==> src/rtl/alu_operand_writeback.sv <==
// Operand-fetch / writeback stage around a combinational ALU: register file, flags register,
// one-entry execute slot with result forwarding, and a retired-instruction counter.
module alu_operand_writeback #(
    parameter int unsigned DataWidth    = 16,
    parameter int unsigned RegCount     = 8,
    parameter int unsigned RegAddrWidth = 3,
    parameter int unsigned FlagWidth    = 5,
    parameter int unsigned CountWidth   = 16
) (
    input  logic                    Clock,
    input  logic                    nReset,
    input  logic                    InValid,
    output logic                    InReady,
    input  logic [RegAddrWidth-1:0] InSrcSel,
    input  logic [RegAddrWidth-1:0] InDestSel,
    input  logic                    InRegWrite,
    input  logic                    InFlagWrite,
    input  logic                    Hold,
    output logic                    AluValid,
    output logic [DataWidth-1:0]    AluSrc,
    output logic [DataWidth-1:0]    AluDest,
    output logic [FlagWidth-1:0]    AluFlags,
    input  logic [DataWidth-1:0]    AluResult,
    input  logic [FlagWidth-1:0]    AluOutFlags,
    input  logic [RegAddrWidth-1:0] DbgSel,
    output logic [DataWidth-1:0]    DbgData,
    output logic [FlagWidth-1:0]    FlagsOut,
    output logic [CountWidth-1:0]   RetiredCount
);

    logic [DataWidth-1:0]    reg_q [RegCount];
    logic [FlagWidth-1:0]    flags_q;
    logic [CountWidth-1:0]   retired_q;

    logic                    slot_valid_q, slot_valid_d;
    logic [RegAddrWidth-1:0] slot_dest_q, slot_dest_d;
    logic                    slot_reg_write_q, slot_reg_write_d;
    logic                    slot_flag_write_q, slot_flag_write_d;
    logic [DataWidth-1:0]    alu_src_q, alu_src_d;
    logic [DataWidth-1:0]    alu_dest_q, alu_dest_d;
    logic [FlagWidth-1:0]    alu_flags_q, alu_flags_d;

    logic                    accept;
    logic                    retire;
    logic                    reg_wb;
    logic [DataWidth-1:0]    src_rd, dest_rd;

    function automatic logic sel_in_range(input logic [RegAddrWidth-1:0] sel);
        return 32'(sel) < RegCount;
    endfunction

    assign InReady = !(slot_valid_q && Hold);
    assign accept  = InValid && InReady;
    assign retire  = slot_valid_q && !Hold;
    // Out-of-range destinations are dropped, so they must not forward either.
    assign reg_wb  = retire && slot_reg_write_q && sel_in_range(slot_dest_q);

    always_comb begin
        src_rd  = '0;
        dest_rd = '0;
        DbgData = '0;
        if (sel_in_range(InSrcSel)) begin
            src_rd = reg_q[InSrcSel];
        end
        if (sel_in_range(InDestSel)) begin
            dest_rd = reg_q[InDestSel];
        end
        if (sel_in_range(DbgSel)) begin
            DbgData = reg_q[DbgSel];
        end
    end

    always_comb begin
        slot_valid_d      = slot_valid_q;
        slot_dest_d       = slot_dest_q;
        slot_reg_write_d  = slot_reg_write_q;
        slot_flag_write_d = slot_flag_write_q;
        alu_src_d         = alu_src_q;
        alu_dest_d        = alu_dest_q;
        alu_flags_d       = alu_flags_q;
        if (accept) begin
            slot_valid_d      = 1'b1;
            slot_dest_d       = InDestSel;
            slot_reg_write_d  = InRegWrite;
            slot_flag_write_d = InFlagWrite;
            alu_src_d         = (reg_wb && InSrcSel == slot_dest_q) ? AluResult : src_rd;
            alu_dest_d        = (reg_wb && InDestSel == slot_dest_q) ? AluResult : dest_rd;
            alu_flags_d       = (retire && slot_flag_write_q) ? AluOutFlags : flags_q;
        end else if (retire) begin
            slot_valid_d = 1'b0;
        end
    end

    always_ff @(posedge Clock or negedge nReset) begin
        if (!nReset) begin
            for (int unsigned i = 0; i < RegCount; i++) begin
                reg_q[i] <= '0;
            end
            flags_q           <= '0;
            retired_q         <= '0;
            slot_valid_q      <= 1'b0;
            slot_dest_q       <= '0;
            slot_reg_write_q  <= 1'b0;
            slot_flag_write_q <= 1'b0;
            alu_src_q         <= '0;
            alu_dest_q        <= '0;
            alu_flags_q       <= '0;
        end else begin
            for (int unsigned i = 0; i < RegCount; i++) begin
                if (reg_wb && slot_dest_q == RegAddrWidth'(i)) begin
                    reg_q[i] <= AluResult;
                end
            end
            if (retire && slot_flag_write_q) begin
                flags_q <= AluOutFlags;
            end
            if (retire) begin
                retired_q <= retired_q + CountWidth'(1);
            end
            slot_valid_q      <= slot_valid_d;
            slot_dest_q       <= slot_dest_d;
            slot_reg_write_q  <= slot_reg_write_d;
            slot_flag_write_q <= slot_flag_write_d;
            alu_src_q         <= alu_src_d;
            alu_dest_q        <= alu_dest_d;
            alu_flags_q       <= alu_flags_d;
        end
    end

    assign AluValid     = slot_valid_q;
    assign AluSrc       = alu_src_q;
    assign AluDest      = alu_dest_q;
    assign AluFlags     = alu_flags_q;
    assign FlagsOut     = flags_q;
    assign RetiredCount = retired_q;

endmodule

==> config.mk <==
export PLATFORM = sky130hd
export DESIGN_NAME = alu_operand_writeback
export DESIGN_NICKNAME = d
export VERILOG_FILES = /design/src/rtl/alu_operand_writeback.sv
export SDC_FILE = /design/constraint.sdc
export NUM_CORES = 1
export LEC_CHECK = 0
export BUFFER_PORTS_ARGS = -buffer_cell sky130_fd_sc_hd__buf_2
export CAP_MARGIN = 5
export CORE_MARGIN = 10
export CORE_UTILIZATION = 39
export DETAILED_ROUTE_END_ITERATION = 12
export PLACE_DENSITY_LB_ADDON = 0.3
export SYNTH_ARGS = -nofsm -noshare
export SYNTH_HDL_FRONTEND = slang
export SYNTH_SLANG_ARGS = --single-unit
==> constraint.sdc <==
create_clock -name Clock -period 1.7 [get_ports Clock]
set_clock_uncertainty 0.1 [all_clocks]
set_input_delay 0.17 -clock Clock [delete_from_list [all_inputs] [get_ports Clock]]
set_output_delay 0.17 -clock Clock [all_outputs]
set_load 0.1 [all_outputs]
==> results of run 1 <==
## routing by layer
layer  track usage, %  part of all wire [%]  up-vias
met5                0                     0        -
met3             3.88                   6.9       37
met2             33.7                    50      297
met4             5.20                   2.0        0
met1             25.2                    41     4225
li1                 -                     -     3440
## layout by cell type, fill, tap and decap left out, drive strengths merged, types with 2 or more instances in the layout
master / instances
nand2: 45
mux4: 96
clkbuf: 22
nand3: 5
o21ai: 25
nand3b: 2
mux2i: 16
nand2b: 3
xnor2: 15
and3: 4
buf: 342
clkinv: 5
nor3: 4
dlygate4sd3: 9
a211oi: 9
nor2b: 9
mux2: 154
nor2: 29
inv: 6
dfrtp: 192
a31oi: 14
a221o: 16
and3b: 3
nand4: 4
o22a: 7
xor2: 6
## area by class of cell
class | count | area, um^2
fillers | 2074 | 11500
well taps | 341 | 427
flip-flops and latches | 192 | 4840
inverters | 2 | 7.51
clock inverters | 11 | 105
clock buffers | 21 | 450
repair buffers | 352 | 3370
multi-input cells | 476 | 6270
## through the flow
step,instances,setup TNS (ps),hold slack (ps)
floorplan,742,-20240,-226
global route,1395,-15170,32.0
CTS,1377,-9800,8.00
global placement,1256,-8190,16.3
finish,1395,-11330,13.2
detailed placement,1256,-10070,15.6
## cells by family (layout without fill, tap and decap cells)
| group | Yosys count | count (layout) |
|---|---|---|
| compound gates | 74 | 74 |
| xor+xnor | 21 | 21 |
| fa+ha+maj | 1 | 1 |
| buf+inv | 75 | 386 |
| flops | 192 | 192 |
| mux | 266 | 266 |
| simple gates | 113 | 114 |
## registers in the layout, summed over array words and instances, names as in the netlist
register / flops
reg_q: 128
AluDest: 16
AluSrc: 16
RetiredCount: 16
AluFlags: 5
FlagsOut: 5
slot_dest_q: 3
AluValid: 1
slot_flag_write_q: 1
slot_reg_write_q: 1
## worst register-to-register path: stages (launching register included)
cell and delay, ps:
dfrtp_1 400, buf_6 120, buf_6 110, mux4_2 480, mux2i_2 220, nor2_4 40, a221o_1 260
## report_power, final
group          total [W]  switching, W  internal (W)
Sequential       0.00737       0.00120       0.00617
Combinational     0.0139       0.00750       0.00636
Clock            0.00393       0.00185       0.00208
## what timing repair did
item / 4_1_cts / 5_1_grt
cloned: 4 / 0
resized for setup: 203 / 100
endpoints found under the hold margin: 201 / 0
setup endpoints to repair: 139 / 153
hold buffers: 9 / 0
pin swaps: 34 / 34
setup buffers: 80 / 25
## path summary, 6_finish.rpt
kind                                         end  slack [ps]  cells past startpoint
worst max-delay path                  DbgData[3]        -360                      3
worst min-delay path                  AluDest[8]          10                      3
worst max register to register        AluSrc[15]        -140                      6
worst min register to register  RetiredCount[10]         380                      1
max in group asynchronous              AluSrc[6]         790                      3
min in group asynchronous       RetiredCount[13]         120                      2
==> metrics.cfg, run 1 <==
[synth]
synth-adder-area-share_pct = 0.117
ys_top_cells_by_area = dfrtp_1 45%, mux2_2 15%, mux4_2 15%
synth_top_area_share_pct = 45.0
synthCells = 742
seq_area_frac_synth_pct = 45.0
ys_warn_count = 0
async_flop_share_pct = 100
syn_nets = 779
synth_flop_cell = dfrtp_1
yosysTopAreaCell = dfrtp_1
synth-seq-cells = 192
syn_area_mm2 = 0.0107
synth_top_family_by_area = multiplexers
synth_compound_area_share_pct = 4.96
synth.area.mux_share_pct = 39.0
synth_edf_count = 0
synth_simple_gate_area_share_pct = 5.25
yosysMostFrequentCell = dfrtp_1
synth_cell_type_count = 45
syn_area_per_cell_um2 = 14.4
synthXorXnorAreaFrac_pct = 1.72
netlist_top_cells_count = 192 x dfrtp_1, 146 x mux2_2, 73 x mux4_2, 42 x nand2_1, 29 x nor2_1

[sta]
slew_viol_final = 0
slew_headroom_pct = 64.6
fin_crit_sh_pct = 121
finalHoldViolCount = 0
layout_setup_ws_ps = -364
worstMarginPinSlew_ps = 534
finalCriticalPeriod_ps = 2060
setup_viol = 104
fmax_mhz = 484
rsz0062_at_grt = yes

[worst_setup_path]
startpoint_type = register
endpoint_kind = output port
path_class = register to output port
path_buf_inv = 1
r2r-start = reg_q[79]
cpMaxStageDelayCell = mux4_2
cp.required_ps = 1430
cpLargestDelayFamily = multiplexers
crit_arrival_ps = 1790
worst_path_largest_cell_delay_ps = 490
crit_chain = mux4_2, mux2_4, buf_12
cp_max_fo = 2
cp-startpoint = reg_q[19]

[cts]
cts_buffers = 17
clockBufferDepth = 2
clock-sinks = 192
clk_latency_ps = 430
clock_tree.root_cell = clkbuf_16
clkSlewWorstSetupHoldPaths_ps = 70
cts_tree = yes
htreeDepth = 4

[route]
dr.pass1.iters = 5
avgViaCountPerCell = 5.73
vias = 7999
drtIter0Drc = 632
ant_nets = 0
wl_um = 34200
drc = 0
detail_route.wl_per_cell_um = 24.5

[place]
place_ws_ps = -239
globalplace.congestion = 0.820
placed_area_mm2 = 0.0129
place_hpwl_um = 21800
portBuffers = 111

[outcome]
violations = setup timing
status = finished with violations

[global_route]
grt_pass1_vias = 8499
grt_max_degree = 46
grt_pass1_wl_um = 51700
grt_usage_pct = 19.8
antenna_found_initial = 0
grt.overflow.total = 0

[floorplanning]
pin_count = 112
die_area_mm2 = 0.0344
start_util_pct = 39.6
die_y_um = 186
num_rows = 60
die_w_um = 186
coreArea_mm2 = 0.0270

[power]
power.leakage_nw = 7.09
power_w = 0.0252
p_per_area_mw_per_mm2 = 1630
ir_drop_uv = 759

[min_path]
hold_class = primary input to register
hold_start = AluResult[8]

[flow_run]
cap_violations = 0

[finish]
post-route-util_pct = 57.4
final_nets = 1078
area_growth_syn_to_layout_pct = 44.8
drive_gt1_share_pct = 66.8
antenna_cells = 0
final_area_mm2 = 0.0155

No activity file was read; power rests on OpenSTA's default activity.
==> inputs of run 2 (changes only) <==
Settings changed: RECOVER_POWER set to 50.
==> run 2 against run 1 <==
Worst setup slack lost 0.58 ps. Maximum frequency about the same. Hold slack got worse by 0.57 ps. Sequential share of layout area rose by 0.12 points. Clock power hardly changed. Largest cell class unchanged. The flow still finishes with violations (setup timing). Non-clock buffer count unchanged. Die area unchanged. Global-route usage unchanged. Total power is essentially flat.
==> metrics.cfg, run 2 (synthesis results as in run 1) <==
[outcome]
status = finished with violations
violations = setup timing

[cts]
clk_latency_ps = 430  ; about the same
clock-sinks = 192  ; unchanged
htreeDepth = 4  ; unchanged
clkSlewWorstSetupHoldPaths_ps = 70  ; about the same
cts_buffers = 17  ; unchanged
clockBufferDepth = 2  ; unchanged
clock_tree.root_cell = clkbuf_16
cts_tree = yes

[route]
vias = 8013  ; +0.18%
ant_nets = 0  ; unchanged
dr.pass1.iters = 5  ; unchanged
avgViaCountPerCell = 5.74  ; +0.18%
detail_route.wl_per_cell_um = 24.6  ; about the same
wl_um = 34300  ; about the same
drc = 0  ; unchanged
drtIter0Drc = 604  ; -4.4%

[sta]
finalCriticalPeriod_ps = 2060  ; +0.576 ps
fin_crit_sh_pct = 121  ; about the same
finalHoldViolCount = 0  ; unchanged
slew_headroom_pct = 39.2  ; -25 points
layout_setup_ws_ps = -365  ; -0.576 ps
setup_viol = 102  ; -1.9%
fmax_mhz = 484  ; about the same
rsz0062_at_grt = yes
fin_hold_ws_ps = 12.6  ; -0.566 ps
slew_viol_final = 0  ; unchanged
worstMarginPinSlew_ps = 911  ; +377 ps

[finish]
final_common_cell = dfrtp_1
area_growth_syn_to_layout_pct = 44.3
drive_gt1_share_pct = 66.8  ; unchanged
final_area_mm2 = 0.0154  ; -0.37%
antenna_cells = 0  ; unchanged
largest_register_ffs = 128  ; unchanged
post-route-util_pct = 57.2  ; -0.21 points
final_cell_mix = 177 x dfrtp_1, 129 x buf_4, 115 x mux2_4
final_nets = 1078  ; unchanged
regMostFlops = reg_q

[global_route]
grt_pass1_vias = 8499  ; unchanged
grt.overflow.total = 0  ; unchanged
grt_max_degree = 46  ; unchanged
antenna_found_initial = 0  ; unchanged
grt_usage_pct = 19.8  ; unchanged
grt_pass1_wl_um = 51700  ; unchanged

[worst_setup_path]
crit_arrival_ps = 1790  ; about the same
reg2regPathDepth = 6  ; unchanged
cp_max_fo = 2  ; unchanged
endpoint_kind = output port
startpoint_type = register
cp.required_ps = 1430  ; about the same
path_class = register to output port

[flow_run]
cap_violations = 0  ; unchanged

[power]
p_per_area_mw_per_mm2 = 1630  ; +0.33%
ir_drop_uv = 760  ; +0.13%
power.leakage_nw = 7.07  ; -0.30%

[floorplanning]
coreArea_mm2 = 0.0270  ; unchanged
start_util_pct = 39.6  ; unchanged
die_area_mm2 = 0.0344  ; unchanged
die_w_um = 186  ; unchanged
pin_count = 112  ; unchanged
die_y_um = 186  ; unchanged
num_rows = 60  ; unchanged

[min_path]
hold_class = primary input to register
whs_path_depth = 3  ; unchanged

[place]
placed_area_mm2 = 0.0129  ; unchanged
portBuffers = 111  ; unchanged
globalplace.congestion = 0.820  ; unchanged
place_hpwl_um = 21800  ; unchanged

run 2: worst paths after layout:
check	start	to	slack, ps
max in group asynchronous	nReset	RetiredCount[6]	160
worst min register to register	RetiredCount[10]	RetiredCount[10]	380
worst min-delay path	AluResult[8]	AluDest[8]	10
min in group asynchronous	nReset	RetiredCount[13]	310
worst max-delay path	reg_q[82]	DbgData[2]	-360
worst max register to register	reg_q[79]	AluSrc[15]	-140
run 2: layer usage:
metal  vias up  part of all wire (%)  track usage (%)  wire [um]
met5         -                     0                0          0
met4         0                   2.0             5.20        699
met3        44                   6.9             3.88       2370
met2       295                    50             33.7      17000
met1      4227                    42             25.2      14200
li1       3447                     -                -          -
run 2: metrics by stage:
step | setup WS (ps) | setup TNS (ps) | power (W) | std cells
final | -365 | -10980 | 0.0251 | 1395
after floorplan | -276 | -20240 | 0.0157 | 742
after global placement | -239 | -8190 | 0.0181 | 1256
after CTS | -367 | -9800 | 0.0244 | 1377
after detailed placement | -239 | -10070 | 0.0183 | 1256
after global routing | -404 | -16830 | 0.0261 | 1395
run 2: critical path, stage by stage (launching register included):
cell and delay, ps:
dfrtp_1 410, mux4_2 480, mux2_4 310, buf_12 170
run 2: report_power, final:
part	leakage [nW]	switching, W	internal [W]
clock network	0.273	0.00185	0.00208
registers	2.44	0.00121	0.00616
logic	4.36	0.00750	0.00634
total	7.07	0.0106	0.0146
run 2: final cells by class:
| cell class | count | area, um^2 |
|---|---|---|
| clock buffer | 21 | 450 |
| clock inverter | 11 | 105 |
| fill | 2080 | 11500 |
| inverter | 2 | 7.51 |
| multi-input combinational | 476 | 6270 |
| sequential | 192 | 4840 |
| tap | 341 | 427 |
| timing repair buffer | 352 | 3320 |
run 2: timing repair:
item                                   in CTS  in global routing
endpoints found under the hold margin     201                  0
setup buffers                              80                 25
hold buffers                                9                  0
gates resized for setup                   203                100
cloned                                      4                  0
pin swaps                                  34                 34
setup endpoints to repair                 139                153
==> inputs of run 3 (changes only) <==
Settings changed: CELL_PAD_IN_SITES_DETAIL_PLACEMENT set to 1, CELL_PAD_IN_SITES_GLOBAL_PLACEMENT set to 1, SKIP_LAST_GASP set to 1.
==> run 3 against run 2 <==
The flow still finishes with violations (setup timing). Sequential power rose by 3.9%. Global-route usage increased by 3.6 points. Via count grew 7.0%. Worst setup slack lost 83 ps. Routed wire length grew 27%. Critical path depth is the same. Non-clock buffer count grew 4. Critical path type unchanged. Critical endpoint is now DbgData[0]. Largest power group unchanged.
==> metrics.cfg, run 3 (synthesis results as in run 1) <==
[outcome]
status = finished with violations
violations = setup timing

[place]
dpl.cell_count = 1244  ; -0.96%
placed_area_mm2 = 0.0129  ; about the same
globalplace.congestion = 0.816  ; -0.39%
portBuffers = 111  ; unchanged
place_hpwl_um = 23500  ; +7.4%

[global_route]
grt_pass1_vias = 9231  ; +8.6%
antenna_found_initial = 1  ; +1
grt_use_met2_pct = 39.2  ; +5.6 points
grt_max_degree = 58  ; +26%
grt_pass1_wl_um = 60000  ; +16%
grt_usage_pct = 23.4  ; +3.6 points
grt.busiest_layer = met2
grt.overflow.total = 0  ; unchanged
met3_usage_pct = 4.82  ; +0.94 points
grt_util_met1_pct = 28.9  ; +3.6 points

[route]
vias = 8575  ; +7.0%
detail_route.wl_per_cell_um = 31.2  ; +27%
dr.pass1.iters = 5  ; unchanged
ant_nets = 0  ; unchanged
drc = 0  ; unchanged
drtIter0Drc = 825  ; +37%
avgViaCountPerCell = 6.13  ; +6.8%
wl_um = 43600  ; +27%

[floorplanning]
start_util_pct = 39.6  ; unchanged
die_y_um = 186  ; unchanged
coreArea_mm2 = 0.0270  ; unchanged
num_rows = 60  ; unchanged
die_w_um = 186  ; unchanged
die_area_mm2 = 0.0344  ; unchanged
pin_count = 112  ; unchanged

[finish]
drive_gt1_share_pct = 67.5  ; +0.73 points
regMostFlops = reg_q
post-route-util_pct = 58.3  ; +1.1 points
final_common_cell = dfrtp_1
area_growth_syn_to_layout_pct = 47.0
final_cell_mix = 176 x dfrtp_1, 133 x buf_4, 121 x mux2_4
largest_register_ffs = 128  ; unchanged
final_nets = 1081  ; +0.28%
fin_cells = 1398  ; +0.22%
final_area_mm2 = 0.0157  ; +1.9%

[power]
sw_frac_of_total_pct = 43.8  ; +1.9 points
p_switching_w = 0.0114  ; +8.3%
internal_power_w = 0.0147  ; +0.42%
seqPwrFrac_pct = 29.4  ; about the same
p_per_area_mw_per_mm2 = 1660  ; +1.8%
power.leakage_nw = 7.24  ; +2.4%
ir_drop_uv = 1040  ; +37%
p_clk_share_pct = 15.4  ; -0.2 points
p_comb_share_pct = 55.3  ; +0.3 points

[worst_setup_path]
startpoint_type = register
crit_chain = mux4_2, mux2_4, buf_12
crit_arrival_ps = 1880  ; +90 ps
cpMaxStageDelayCell = mux4_2
cp.required_ps = 1430  ; about the same
cp_max_fo = 3  ; +1
path_class = register to output port
worst_path_largest_cell_delay_ps = 500  ; +20 ps
endpoint_kind = output port

[cts]
clk_latency_ps = 450  ; +20 ps
cts_tree = yes
clkSlewWorstSetupHoldPaths_ps = 70  ; about the same
clock-sinks = 192  ; unchanged
clock_tree.root_cell = clkbuf_16
cts_buffers = 17  ; unchanged
htreeDepth = 4  ; unchanged
clockBufferDepth = 2  ; unchanged

[min_path]
hold_class = primary input to register

[sta]
fmax_mhz = 466  ; -3.8%
slew_viol_final = 0  ; unchanged
slew_headroom_pct = 51.5  ; +12 points
layout_setup_ws_ps = -448  ; -82.6 ps
worstMarginPinSlew_ps = 728  ; -183 ps
finalHoldViolCount = 0  ; unchanged
fin_crit_sh_pct = 126  ; +4.9 points
rsz0062_at_grt = yes
tns_ps = -27110  ; -16130 ps
finalCriticalPeriod_ps = 2150  ; +82.6 ps
setup_viol = 182  ; +78%

[flow_run]
cap_violations = 0  ; unchanged

## run 3: cell types whose count changed in the layout (fill, tap and decap cells not counted), moves of 4 or more
cell,delta
buf_4,+4
mux2_4,+6
buf_12,+12
mux2_2,-6
buf_6,-9
## run 3: final timing paths
| path | start | to | slack [ps] | cells past startpoint |
|---|---|---|---|---|
| worst max register to register | slot_dest_q[2] | AluSrc[8] | -250 | 7 |
| worst min register to register | RetiredCount[15] | RetiredCount[15] | 380 | 1 |
| min in group asynchronous | nReset | AluSrc[13] | 210 | 2 |
| max in group asynchronous | nReset | AluValid | 150 | 3 |
| worst min-delay path | AluResult[5] | AluDest[5] | 10 | 3 |
| worst max-delay path | reg_q[64] | DbgData[0] | -450 | 3 |
## run 3: timing repair
| action | in CTS | in global routing |
|---|---|---|
| resized for setup | 165 | 159 |
| gates cloned | 6 | 1 |
| endpoints found under the hold margin | 204 | 0 |
| setup buffers | 79 | 49 |
| setup endpoints to repair | 162 | 189 |
| pin swaps | 22 | 44 |
| hold buffers | 9 | 0 |
## run 3: routing by layer
layer  routed length (um)  up-vias
met5                    0        -
met4                 1900        0
met3                 3000      123
met2                21700      451
met1                17000     4553
li1                     -     3448
## run 3: critical path: cells and delay by family (launching register included)
family	cells	cell delay, ps
flops	1	450
mux	2	810
buf+inv	1	170
## run 3: power by group through the flow
stage | Sequential, W | Combinational, W | Clock [W]
6_report | 0.00766 | 0.0144 | 0.00401
5_1_grt | 0.00778 | 0.0149 | 0.00428
4_1_cts | 0.00742 | 0.0130 | 0.00398
3_5_place_dp | 0.00769 | 0.0107 | 0
3_3_place_gp | 0.00762 | 0.0105 | 0
2_1_floorplan | 0.0103 | 0.00536 | 0
## run 3: final cells by class
| class | count | area [um^2] |
|---|---|---|
| Fill cell | 2524 | 11200 |
| Multi-Input combinational cell | 475 | 6410 |
| Sequential cell | 192 | 4840 |
| Timing Repair Buffer | 356 | 3470 |
| Clock buffer | 22 | 464 |
| Tap cell | 341 | 427 |
| Clock inverter | 9 | 86.3 |
| Inverter | 2 | 7.51 |
| Antenna cell | 1 | 2.50 |
## run 3: stage by stage
stage	power (W)	hold slack, ps	worst slack [ps]
after floorplan	0.0157	-226	-276
after global placement	0.0181	-19.4	-205
after detailed placement	0.0184	-16.4	-238
after CTS	0.0244	0.332	-387
after global routing	0.0270	32.1	-475
final	0.0261	11.8	-448
